<file path="src/rtl/iq_demod_pkg.sv">
// iq_demod_pkg: scheduler state encoding and default window geometry
package iq_demod_pkg;
  typedef enum logic [1:0] {
    S_IDLE   = 2'd0,
    S_FILL   = 2'd1,
    S_SEARCH = 2'd2,
    S_TRACK  = 2'd3
  } sched_state_e;
  localparam int DECIM_DEF    = 5;
  localparam int TAPS_DEF     = 20;
  localparam int SYM_LEN_DEF  = 16;
  localparam int MAX_MISS_DEF = 3;
endpackage

</file>
<file path="src/rtl/iq_decim_counter.sv">
// iq_decim_counter: sample decimation phase and qualifying-sample strobe
module iq_decim_counter
  import iq_demod_pkg::*;
#(
  parameter int DECIM = DECIM_DEF
) (
  input  logic       i_clk,
  input  logic       i_reset,
  input  logic       i_clr,
  input  logic       i_run,
  input  logic       i_sample_valid,
  output logic [2:0] o_phase,
  output logic       o_qual
);
  logic [2:0] r_phase;
  logic       w_last;
  assign w_last = r_phase == 3'(DECIM - 1);
  always_ff @(posedge i_clk or posedge i_reset) begin
    if (i_reset) r_phase <= '0;
    else if (i_clr) r_phase <= '0;
    else if (i_run && i_sample_valid) r_phase <= w_last ? '0 : r_phase + 3'd1;
  end
  assign o_phase = r_phase;
  assign o_qual  = i_sample_valid & w_last;
endmodule

</file>
<file path="src/rtl/iq_window_sched.sv">
// iq_window_sched: decimated window shifting, fill tracking and SEARCH/TRACK correlator scheduling
module iq_window_sched
  import iq_demod_pkg::*;
#(
  parameter int DECIM    = DECIM_DEF,
  parameter int TAPS     = TAPS_DEF,
  parameter int SYM_LEN  = SYM_LEN_DEF,
  parameter int MAX_MISS = MAX_MISS_DEF
) (
  input  logic                        i_clk,
  input  logic                        i_reset,
  input  logic                        i_enable,
  input  logic                        i_sample_valid,
  input  logic                        i_corr_ack,
  input  logic                        i_corr_hit,
  input  logic                        i_err_clr,
  output logic                        o_shift_en,
  output logic [2:0]                  o_decim_phase,
  output logic [$clog2(TAPS+1)-1:0]   o_fill_level,
  output logic                        o_corr_req,
  output logic                        o_locked,
  output logic                        o_sym_strobe,
  output logic                        o_overrun_err,
  output logic [1:0]                  o_state
);
  localparam int FW = $clog2(TAPS + 1);
  localparam int SW = $clog2(SYM_LEN);
  localparam int MW = $clog2(MAX_MISS + 1);
  sched_state_e r_state, w_next;
  logic [FW-1:0] r_fill;
  logic [SW-1:0] r_sym_cnt;
  logic [MW-1:0] r_miss;
  logic r_req, r_sym, r_err;
  logic w_run, w_qual, w_busy, w_ack, w_shift, w_lost, w_sched, w_fill_done, w_last_miss;
  iq_decim_counter #(.DECIM(DECIM)) u_decim (
    .i_clk(i_clk),
    .i_reset(i_reset),
    .i_clr(~i_enable),
    .i_run(w_run),
    .i_sample_valid(i_sample_valid),
    .o_phase(o_decim_phase),
    .o_qual(w_qual)
  );
  assign w_run       = r_state != S_IDLE;
  // an ack in the same cycle releases the window, so the shift is not lost
  assign w_busy      = r_req & ~i_corr_ack;
  assign w_ack       = r_req & i_corr_ack;
  assign w_shift     = w_qual & w_run & ~w_busy;
  assign w_lost      = w_qual & w_run & w_busy;
  assign w_fill_done = r_state == S_FILL && r_fill == FW'(TAPS - 1);
  assign w_sched     = w_shift & (w_fill_done | r_state == S_SEARCH |
                       (r_state == S_TRACK && r_sym_cnt == SW'(SYM_LEN - 1)));
  assign w_last_miss = r_state == S_TRACK && w_ack && !i_corr_hit && r_miss == MW'(MAX_MISS - 1);
  always_comb begin
    w_next = r_state;
    if (!i_enable) w_next = S_IDLE;
    else if (r_state == S_IDLE) w_next = S_FILL;
    else if (w_fill_done && w_shift) w_next = S_SEARCH;
    else if (r_state == S_SEARCH && w_ack && i_corr_hit) w_next = S_TRACK;
    else if (w_last_miss) w_next = S_SEARCH;
  end
  always_ff @(posedge i_clk or posedge i_reset) begin
    if (i_reset) r_state <= S_IDLE;
    else r_state <= w_next;
  end
  always_ff @(posedge i_clk or posedge i_reset) begin
    if (i_reset) begin
      r_fill    <= '0;
      r_sym_cnt <= '0;
      r_miss    <= '0;
      r_req     <= 1'b0;
      r_sym     <= 1'b0;
      r_err     <= 1'b0;
    end else begin
      r_err     <= w_lost | (r_err & ~i_err_clr);
      r_req     <= i_enable & (w_sched | (r_req & ~i_corr_ack));
      r_sym     <= i_enable & (r_state == S_TRACK) & w_ack & i_corr_hit;
      r_fill    <= !i_enable ? '0 : (w_shift && r_fill != FW'(TAPS)) ? r_fill + 1'b1 : r_fill;
      r_sym_cnt <= (!i_enable || r_state != S_TRACK) ? '0 :
                   !w_shift ? r_sym_cnt : (r_sym_cnt == SW'(SYM_LEN - 1)) ? '0 : r_sym_cnt + 1'b1;
      r_miss    <= (!i_enable || r_state != S_TRACK || (w_ack && i_corr_hit)) ? '0 :
                   w_ack ? r_miss + 1'b1 : r_miss;
    end
  end
  assign o_shift_en    = w_shift;
  assign o_fill_level  = r_fill;
  assign o_corr_req    = r_req;
  assign o_locked      = r_state == S_TRACK;
  assign o_sym_strobe  = r_sym;
  assign o_overrun_err = r_err;
  assign o_state       = r_state;
endmodule
</file>
<file path="config.mk">
export PLATFORM = sky130hd
export DESIGN_NAME = iq_window_sched
export DESIGN_NICKNAME = d
export VERILOG_FILES = /design/src/rtl/iq_demod_pkg.sv /design/src/rtl/iq_decim_counter.sv /design/src/rtl/iq_window_sched.sv
export SDC_FILE = /design/constraint.sdc
export NUM_CORES = 1
export LEC_CHECK = 0
export CAP_MARGIN = 10
export CORE_MARGIN = 5
export CORE_UTILIZATION = 40
export DETAILED_ROUTE_END_ITERATION = 6
export PLACE_DENSITY_LB_ADDON = 0.12
export SLEW_MARGIN = 20
export SYNTH_ARGS = -nofsm -noshare
export SYNTH_HDL_FRONTEND = slang
export SYNTH_SLANG_ARGS = --single-unit
</file>
<file path="constraint.sdc">
create_clock -name i_clk -period 4.1 [get_ports i_clk]
set_input_delay 0.82 -clock i_clk [delete_from_list [all_inputs] [get_ports i_clk]]
set_output_delay 0.82 -clock i_clk [all_outputs]
set_load 0.02 [all_outputs]
</file>
==> out/qor.yml, run 1 <==
gp_congestion: 0.790
cts_sinks: 19
timing.final.crit_period_ps: 3410
die_x_um: 61.9
synthSimpleGateAreaFrac_pct: 22.0
start_util_pct: 42.8
hp-class: "flip-flop to flip-flop"
drt_iter0_drc: 41
cts_hold_buf: 0
synth_mux_area_share_pct: 5.57
ys_top_cells_by_area: "dfrtp_1 (44%), ha_1 (7.0%), mux2i_1 (5.6%), inv_1 (3.5%), nand2_1 (3.5%)"
synth_top_family_by_area: "simple AND/OR/NAND/NOR gates"
syn_area_um2: 1080
finClkSkew_ps: 2.38
drc: 0
yosysTopAreaCellShare_pct: 44.1
synth_compound_gate_area_share_pct: 15.7
yosys_warnings: 0
cp.required_ps: 3280
fp-row-count: 18
root_buffer: "clkbuf_4"
synthFlopType: "dfrtp_1"
placed_area_um2: 1300
critical_path_class: "input port to output port"
synth-adder-area-share_pct: 6.96
ant_nets: 0
synth.largest_area_cell: "dfrtp_1"
cpMostUsedCell: "clkdlybuf4s50_1"
hold_viol_final: 0
max-vdd-ir-drop_v: 0.000134
leakagePower_nw: 0.547
cp_slowest_cell: "nor2b_1"
cellPowerDensity_nw_per_um2: 236
cp_slowest_stage_delay_ps: 620
die_height_um: 61.9
grt-ovfl-total: 0
async_reset_ff_share_pct: 100
fmax_mhz: 293
crit_chain: "clkdlybuf4s50_1 -> nor2b_1 -> nor2_1 -> clkdlybuf4s50_1"
hpwlAfterDp_um: 1720
ys_types: 36
synth-edff-count: 0
synthXorXnorAreaFrac_pct: 0
status: "finished, final reports clean"
grt_pass1_wl_um: 3830
grt_pass1_vias: 859
insertion_delay_ps: 290
crit_path_end_kind: "output port"
synth_most_common_cell: "dfrtp_1"
wl_um: 2350
synthToLayoutAreaGrowth_pct: 23.2
worst_ep_arrival_time_ps: 2590
coreArea_um2: 2520
synth_common_cells: "dfrtp_1 (19), inv_1 (10), nand2_1 (10)"
ff2ff_setup_slack_ps: 2240
avgSynthCellArea_um2: 9.46
drv_slew: 0
final-setup-viol-count: 0
path_max_fanout: 12
wl_per_cell_um: 14.2
startpoint_type: "input port"
synth_nets: 127
antenna_found_initial: 0
port_buffers: 21
vias: 921
io_pins: 22
synthCells: 114
cts_resized: 0
period_share_pct: 83.2
slew_headroom_pct: 49.2
vias_per_cell: 5.58
htree_levels: 1
grt.total_usage_pct: 13.7
nets: 149
drive_gt1_share_pct: 4.44
grt_max_degree: 20
synth-seq-cells: 19
postCtsSetupRepairBufs: 0
final_area_um2: 1330
dieArea_um2: 3830
cts_buffers: 3
seq_area_frac_synth_pct: 44.1
worstMarginPinSlew_ps: 761
drtPass1Iterations: 4
diodes: 0
maxCapViolations: 0
rsz0062_at_grt: "false"
fin_tns_setup_ps: 0
cts_tree: "yes"
cts_buffer_depth: 2
path_clk_slew_ps: 110
==> flip-flops by register name (all words and copies together), names as in the netlist <==
| signal | cells |
|---|---|
| o_corr_req | 1 |
| u_decim.o_phase | 3 |
| o_fill_level | 5 |
| r_miss | 2 |
| o_state | 2 |
| o_overrun_err | 1 |
| r_sym_cnt | 4 |
| o_sym_strobe | 1 |
==> report_power, final <==
part | switching, mW | internal (mW)
Sequential | 0.00247 | 0.189
Clock | 0.0588 | 0.0379
Combinational | 0.0143 | 0.0113
Total | 0.0755 | 0.238
==> worst max-delay path: cells and delay by family <==
kind                   cells  cell delay, ps
buffers and inverters      2            1030
and+or+nand+nor            2             730
==> per-stage QoR <==
stage | instances | utilization (%) | setup WS [ps] | total power, mW | hold slack, ps
global placement | 161 | 51.6 | 742 | 0.220 | 511
CTS | 165 | 52.7 | 679 | 0.317 | 547
global route | 165 | 52.7 | 543 | 0.329 | 579
finish | 165 | 52.7 | 691 | 0.313 | 543
detailed placement | 161 | 51.6 | 678 | 0.221 | 530
floorplan | 114 | - | 1880 | 0.207 | 494
==> cells by family after synthesis <==
kind of cell | count (synthesis)
AND/OR/NAND/NOR | 44
AO/OA/AOI/OAI | 25
flip-flops | 19
buffers and inverters | 14
multiplexers | 6
adder cells (fa/ha/maj) | 6
==> cells in the final DEF, fill, tap and decap left out, drive strengths merged, types with 2 or more instances in the layout <==
cell and n:
clkdlybuf4s50 21, dfrtp 19, nand2 10, inv 10, nor2 8, nand3 7
a21oi 7, o21ai 7, mux2i 6, ha 6, clkbuf 4, nor4 3
or4 3, nand2b 2, nor2b 2, a31oi 2
==> cell type report <==
class | count | area, um2
Clock buffer | 4 | 26.3
Fill cell | 255 | 1190
Inverter | 10 | 37.5
Multi-Input combinational cell | 81 | 542
Sequential cell | 19 | 475
Tap cell | 30 | 37.5
Timing Repair Buffer | 21 | 210
==> layer usage <==
| layer | global-route usage [%] | wire length (um) |
|---|---|---|
| met1 | 18.7 | 1110 |
| met2 | 21.8 | 1090 |
| met3 | 1.86 | 127 |
| met4 | 5.45 | 25 |
| met5 | 0 | 0 |
==> worst paths after layout <==
| kind | from | endpoint | cells past startpoint |
|---|---|---|---|
| max | i_corr_ack | o_shift_en | 4 |
| min | o_overrun_err$_DFF_PP0_ | o_overrun_err$_DFF_PP0_ | 2 |
| max reg2reg | u_decim.o_phase[0]$_DFFE_PP0P_ | r_sym_cnt[0]$_DFFE_PP0P_ | 5 |
| min reg2reg | o_overrun_err$_DFF_PP0_ | o_overrun_err$_DFF_PP0_ | 2 |
| max in group asynchronous | i_reset | o_corr_req$_DFF_PP0_ | 2 |
| min in group asynchronous | i_reset | r_miss[1]$_DFFE_PP0P_ | 2 |
Note: power is estimated with default switching activity, not from simulation.
==> inputs of run 2 (changes only) <==
Clock period 4.1 ns to 3.6 ns, I/O delays scaled along.
==> run 2 against run 1 <==
Die area unchanged. Clock skew increased by 6.9 ps. Sequential share of layout area decreased by 0.23 points. Critical path depth unchanged. Cell area increased by 0.66%. Core utilization increased by 0.35 points. Via count increased by 0.65%. Routed wire length decreased by 0.43%. Sequential cell count unchanged. Critical endpoint unchanged.
==> out/qor.yml, run 2 (same netlist as run 1, synthesis figures left out) <==
power.share.combinational_pct: 8.0
wl_per_cell_um: 14.1
fp-row-count: 18
fin_tns_setup_ps: 0
cts_buffer_depth: 2
path_clk_slew_ps: 110
leakagePower_nw: 0.554
startpoint_type: "input port"
path_max_fanout: 12
nets: 150
cp_slowest_stage_delay_ps: 600
dieArea_um2: 3830
root_buffer: "clkbuf_4"
insertion_delay_ps: 300
crit_path_end_kind: "output port"
crit_chain: "clkdlybuf4s50_1 -> nor2b_1 -> nor2_1 -> clkdlybuf4s50_1"
grt_pass1_wl_um: 3900
maxCapViolations: 0
timing.hold.ws_ps: 539
cts_tree: "yes"
rsz0062_at_grt: "false"
vias_per_cell: 5.58
hp-class: "flip-flop to flip-flop"
grt-ovfl-total: 0
timing.final.crit_period_ps: 3200
wl_um: 2340
postCtsSetupRepairBufs: 0
grt_max_degree: 20
status: "finished, final reports clean"
drtPass1Iterations: 4
grt_pass1_vias: 845
pwr-share-seq_pct: 60.7
cp.required_ps: 2880
drt_iter0_drc: 20
cts_sinks: 19
finClkSkew_ps: 9.26
period_share_pct: 88.8
cp_num_buf_inv: 2
io_pins: 22
drc: 0
gp_congestion: 0.807
p_sw_mw: 0.0896
hpwlAfterDp_um: 1760
start_util_pct: 42.8
die_x_um: 61.9
fillers: 247
hold_viol_final: 0
coreArea_um2: 2520
cpMostUsedCell: "clkdlybuf4s50_1"
p_clk_share_pct: 31.4
cts_buffers: 3
largest_reg_flops: 5
drv_slew: 0
worstMarginPinSlew_ps: 726
max-vdd-ir-drop_v: 0.000170
mostFrequentLayoutCells: "clkdlybuf4s50_1 (21), dfrtp_1 (19), nand2_1 (10), inv_1 (10), nor2_1 (8)"
switching_share_pct: 25.0
die_height_um: 61.9
fmax_mhz: 313
critical_path_class: "input port to output port"
synthToLayoutAreaGrowth_pct: 24.0
cts_hold_buf: 0
htree_levels: 1
cts_resized: 0
post-route-util_pct: 53.0
final_common_cell: "clkdlybuf4s50_1"
cp_slowest_cell: "nor2b_1"
p_int_mw: 0.269
final-setup-viol-count: 0
worst_ep_arrival_time_ps: 2480
ant_nets: 0
slew_headroom_pct: 51.5
port_buffers: 21
critPathTopFamily: "buffers and inverters"
cellPowerDensity_nw_per_um2: 268
vias: 927
diodes: 0
antenna_found_initial: 0
grt.total_usage_pct: 13.8
drive_gt1_share_pct: 5.88
## run 2: final cells by class
| type | instances | area, um2 | share of cell area [%] |
|---|---|---|---|
| flip-flops and latches | 19 | 475 | 35.5 |
| multi-input cells | 81 | 542 | 40.5 |
| repair buffers | 22 | 218 | 16.3 |
| inverters | 10 | 37.5 | 2.81 |
| clock inverters | 1 | 5.00 | 0.374 |
| well taps | 30 | 37.5 | 2.81 |
| clock buffers | 3 | 22.5 | 1.68 |
## run 2: metrics by stage
step           setup WS (ps)  std cells  total power, mW  area (um2)
3_5_place_dp             386        162            0.251        1310
2_1_floorplan           1530        114            0.236        1080
3_3_place_gp             430        162            0.251        1310
5_1_grt                  252        166            0.377        1340
4_1_cts                  384        166            0.363        1340
6_report                 404        166            0.359        1340
## run 2: per-layer routing
layer | GRT usage (%) | up-vias | routed length, um
met5 | 0 | - | 0
met4 | 4.55 | 0 | 30
met3 | 2.07 | 4 | 130
met2 | 22.3 | 21 | 1080
met1 | 19.1 | 447 | 1100
li1 | - | 455 | -
## run 2: tightest hold or removal path: stages (launching register included)
cell	delay (ps)
dfrtp_1	360
mux2i_1	70
nor2_1	80
## run 2: path summary, 6_finish.rpt
| path | to | slack, ps | start | depth (start not counted) |
|---|---|---|---|---|
| worst min register to register | r_miss[1]$_DFFE_PP0P_ | 540 | r_miss[1]$_DFFE_PP0P_ | 2 |
| max in group asynchronous | u_decim.o_phase[1]$_DFFE_PP0P_ | 2320 | i_reset | 2 |
| worst min-delay path | r_miss[1]$_DFFE_PP0P_ | 540 | r_miss[1]$_DFFE_PP0P_ | 2 |
| worst max-delay path | o_shift_en | 400 | i_corr_ack | 4 |
| worst max register to register | o_fill_level[4]$_DFFE_PP0P_ | 1810 | u_decim.o_phase[0]$_DFFE_PP0P_ | 6 |
| min in group asynchronous | o_corr_req$_DFF_PP0_ | 820 | i_reset | 2 |
## run 2: power groups by stage
stage               combinational [mW]  sequential [mW]  clock [mW]
floorplan                       0.0129            0.223           0
global placement                0.0289            0.222           0
detailed placement              0.0293            0.222           0
CTS                             0.0294            0.218       0.116
global route                    0.0318            0.218       0.126
finish                          0.0286            0.218       0.112
==> inputs of run 3 (changes only) <==
Settings changed: SLEW_MARGIN 20 to unset.
==> results of run 3 <==
Same layout as run 2: the final DEF is identical, and so are final timing and power.
==> patch (settings of run 2) <==
Reset style: synchronous (`i_reset`), changed in 3 clocked blocks.
--- a/src/rtl/iq_decim_counter.sv
+++ b/src/rtl/iq_decim_counter.sv
@@ -16,5 +16,5 @@
   logic       w_last;
   assign w_last = r_phase == 3'(DECIM - 1);
-  always_ff @(posedge i_clk or posedge i_reset) begin
+  always_ff @(posedge i_clk) begin
     if (i_reset) r_phase <= '0;
     else if (i_clr) r_phase <= '0;
--- a/src/rtl/iq_window_sched.sv
+++ b/src/rtl/iq_window_sched.sv
@@ -60,9 +60,9 @@
     else if (w_last_miss) w_next = S_SEARCH;
   end
-  always_ff @(posedge i_clk or posedge i_reset) begin
+  always_ff @(posedge i_clk) begin
     if (i_reset) r_state <= S_IDLE;
     else r_state <= w_next;
   end
-  always_ff @(posedge i_clk or posedge i_reset) begin
+  always_ff @(posedge i_clk) begin
     if (i_reset) begin
       r_fill    <= '0;
Formal check against the unedited RTL: differs if i_reset is asserted again (counterexample within 4 cycles, from zero or initial values and one cycle with i_reset high); with i_reset held inactive, the same outputs for 10 cycles.
==> patch against run 2 <==
Synthesized area decreased by 6.5%. Cell area decreased by 6.5%. Worst setup slack improved by 96 ps. Fmax increased by 3.1%. Wire length decreased by 5.5%. First-iteration DRC count increased by 50%. Sequential cell count unchanged. Power decreased by 5.0%. Critical path depth unchanged. Via count decreased by 0.97%.
==> patch: results (changes against run 2) <==
SYNTH_NETS=126  # -0.79%
SYNTH_COMMONEST_CELLS='sky130_fd_sc_hd__dfxtp_1 (19), sky130_fd_sc_hd__nor2_1 (10), sky130_fd_sc_hd__a21oi_1 (8), sky130_fd_sc_hd__inv_1 (7)'
CRIT_ARRIVAL_PS=2380  # -100 ps
PLACEDINSTANCEAREA_UM2=1220  # -6.6%
POWERCOMB_mW=0.0196  # -31%
POST_SYNTH_MUX_AREA_SHARE_PCT=3.97  # -1.6 points
GRT_PASS1_WL_MM=3.82  # -2.1%
CRIT_PATH_MAX_FANOUT=14  # +2
LARGEST_NET_DEGREE_AT_THE_START_OF_GLOBAL_ROUTING=16  # -20%
MET2_TRACK_DEMAND_OVER_RESOURCE_PCT=23.3  # +1.0 points
TOTAL_LEAKAGE_POWER_nW=0.431  # -22%
VIAS_IN_THE_FIRST_GLOBAL_ROUTE=858  # +1.5%
FINAL.HOLD.WORST_SLACK_PS=526  # -12.8 ps
LAYOUT.AREA.SEQ_UM2=380  # -20%
SYNTH_XOR_XNOR_AREA_SHARE_PCT=0.868  # +0.87 points
SYNTHESIZED_AREA_FRACTION_OCCUPIED_BY_ADDER_CELLS_PCT=7.44  # +0.48 points
POWER_PER_CELL_AREA_nW_PER_UM2=273  # +1.6%
DPL.HPWL_MM=1.66  # -5.4%
GRT_USE_MET3_PCT=3.67  # +1.6 points
SYNTH.YOSYS.SEQ_AREA_SHARE_PCT=37.7  # -6.4 points
DETAILROUTE.WIRELENGTH.MET2_MM=1.06  # -1.8%
SYNTH-COMPOUND-AREA-SHARE_PCT=19.2  # +3.6 points
CRITICAL_PATH_START='i_sample_valid'
RESULT_OF_THE_RUN='complete, no violations'
FMAX_MHz=323  # +3.1%
WORST_SLEW_PIN_SLEW_PS=531  # -195 ps
POST_SYNTH.CELL_AREA_AVG_UM2=8.92  # -5.7%
POST_SYNTHESIS_ASYNC_SET_OR_RESET_FLOP_SHARE_PCT=0  # -100 points
DP.CELLS=159  # -1.9%
AVERAGE_DETAILED_ROUTED_WIRE_LENGTH_PER_INSTANCE_UM=13.6  # -3.8%
FIN_WORST_SKEW_PS=5.16  # -4.10 ps
YOSYS-TOP-CELLS-AREA='sky130_fd_sc_hd__dfxtp_1 (38%), sky130_fd_sc_hd__ha_1 (7.4%), sky130_fd_sc_hd__a21oi_1 (4.0%), sky130_fd_sc_hd__mux2i_1 (4.0%), sky130_fd_sc_hd__nor2_1 (3.7%)'
P_INT_mW=0.265  # -1.7%
TOTALWIRELENGTH_MM=2.21  # -5.5%
IR_WORST_VDD_uV=191  # +13%
TIMING.REG2REG.SETUP_SLACK_PS=1960  # +150 ps
WORST_PATH_MAX_DELAY_CELL='sky130_fd_sc_hd__clkdlybuf4s50_1'
FIN_NETS=147  # -2.0%
GR-USAGE-ALL-LAYERS_PCT=13.8  # +0.017 points
R2R_START='u_decim.o_phase[0]'
RR_ENDPOINT='o_fill_level[4]'
MIN_DELAY_WORST_ENDPOINT='o_fill_level[3]'
DRT_FIRST_ITER_VIOLATIONS=30  # +50%
WORST_HOLD_STARTPOINT='o_fill_level[3]'
patch: cell count changes in the layout (fill, tap and decap cells not counted), moves of 2 or more:
| cell | change |
|---|---|
| sky130_fd_sc_hd__inv_1 | -3 |
| sky130_fd_sc_hd__o21ai_0 | -2 |
| sky130_fd_sc_hd__nor3_1 | +3 |
| sky130_fd_sc_hd__nand2_1 | -4 |
| sky130_fd_sc_hd__dfxtp_1 | +19 |
| sky130_fd_sc_hd__nor2_1 | +2 |
| sky130_fd_sc_hd__mux2i_1 | -2 |
| sky130_fd_sc_hd__nand3_1 | -2 |
| sky130_fd_sc_hd__dfrtp_1 | -19 |
patch: layout make-up:
cell class,count,area share (%)
Sequential cell,19,30.4
Timing Repair Buffer,21,16.8
Multi-Input combinational cell,82,45.5
Clock buffer,4,2.10
Inverter,7,2.10
Tap cell,30,3.00
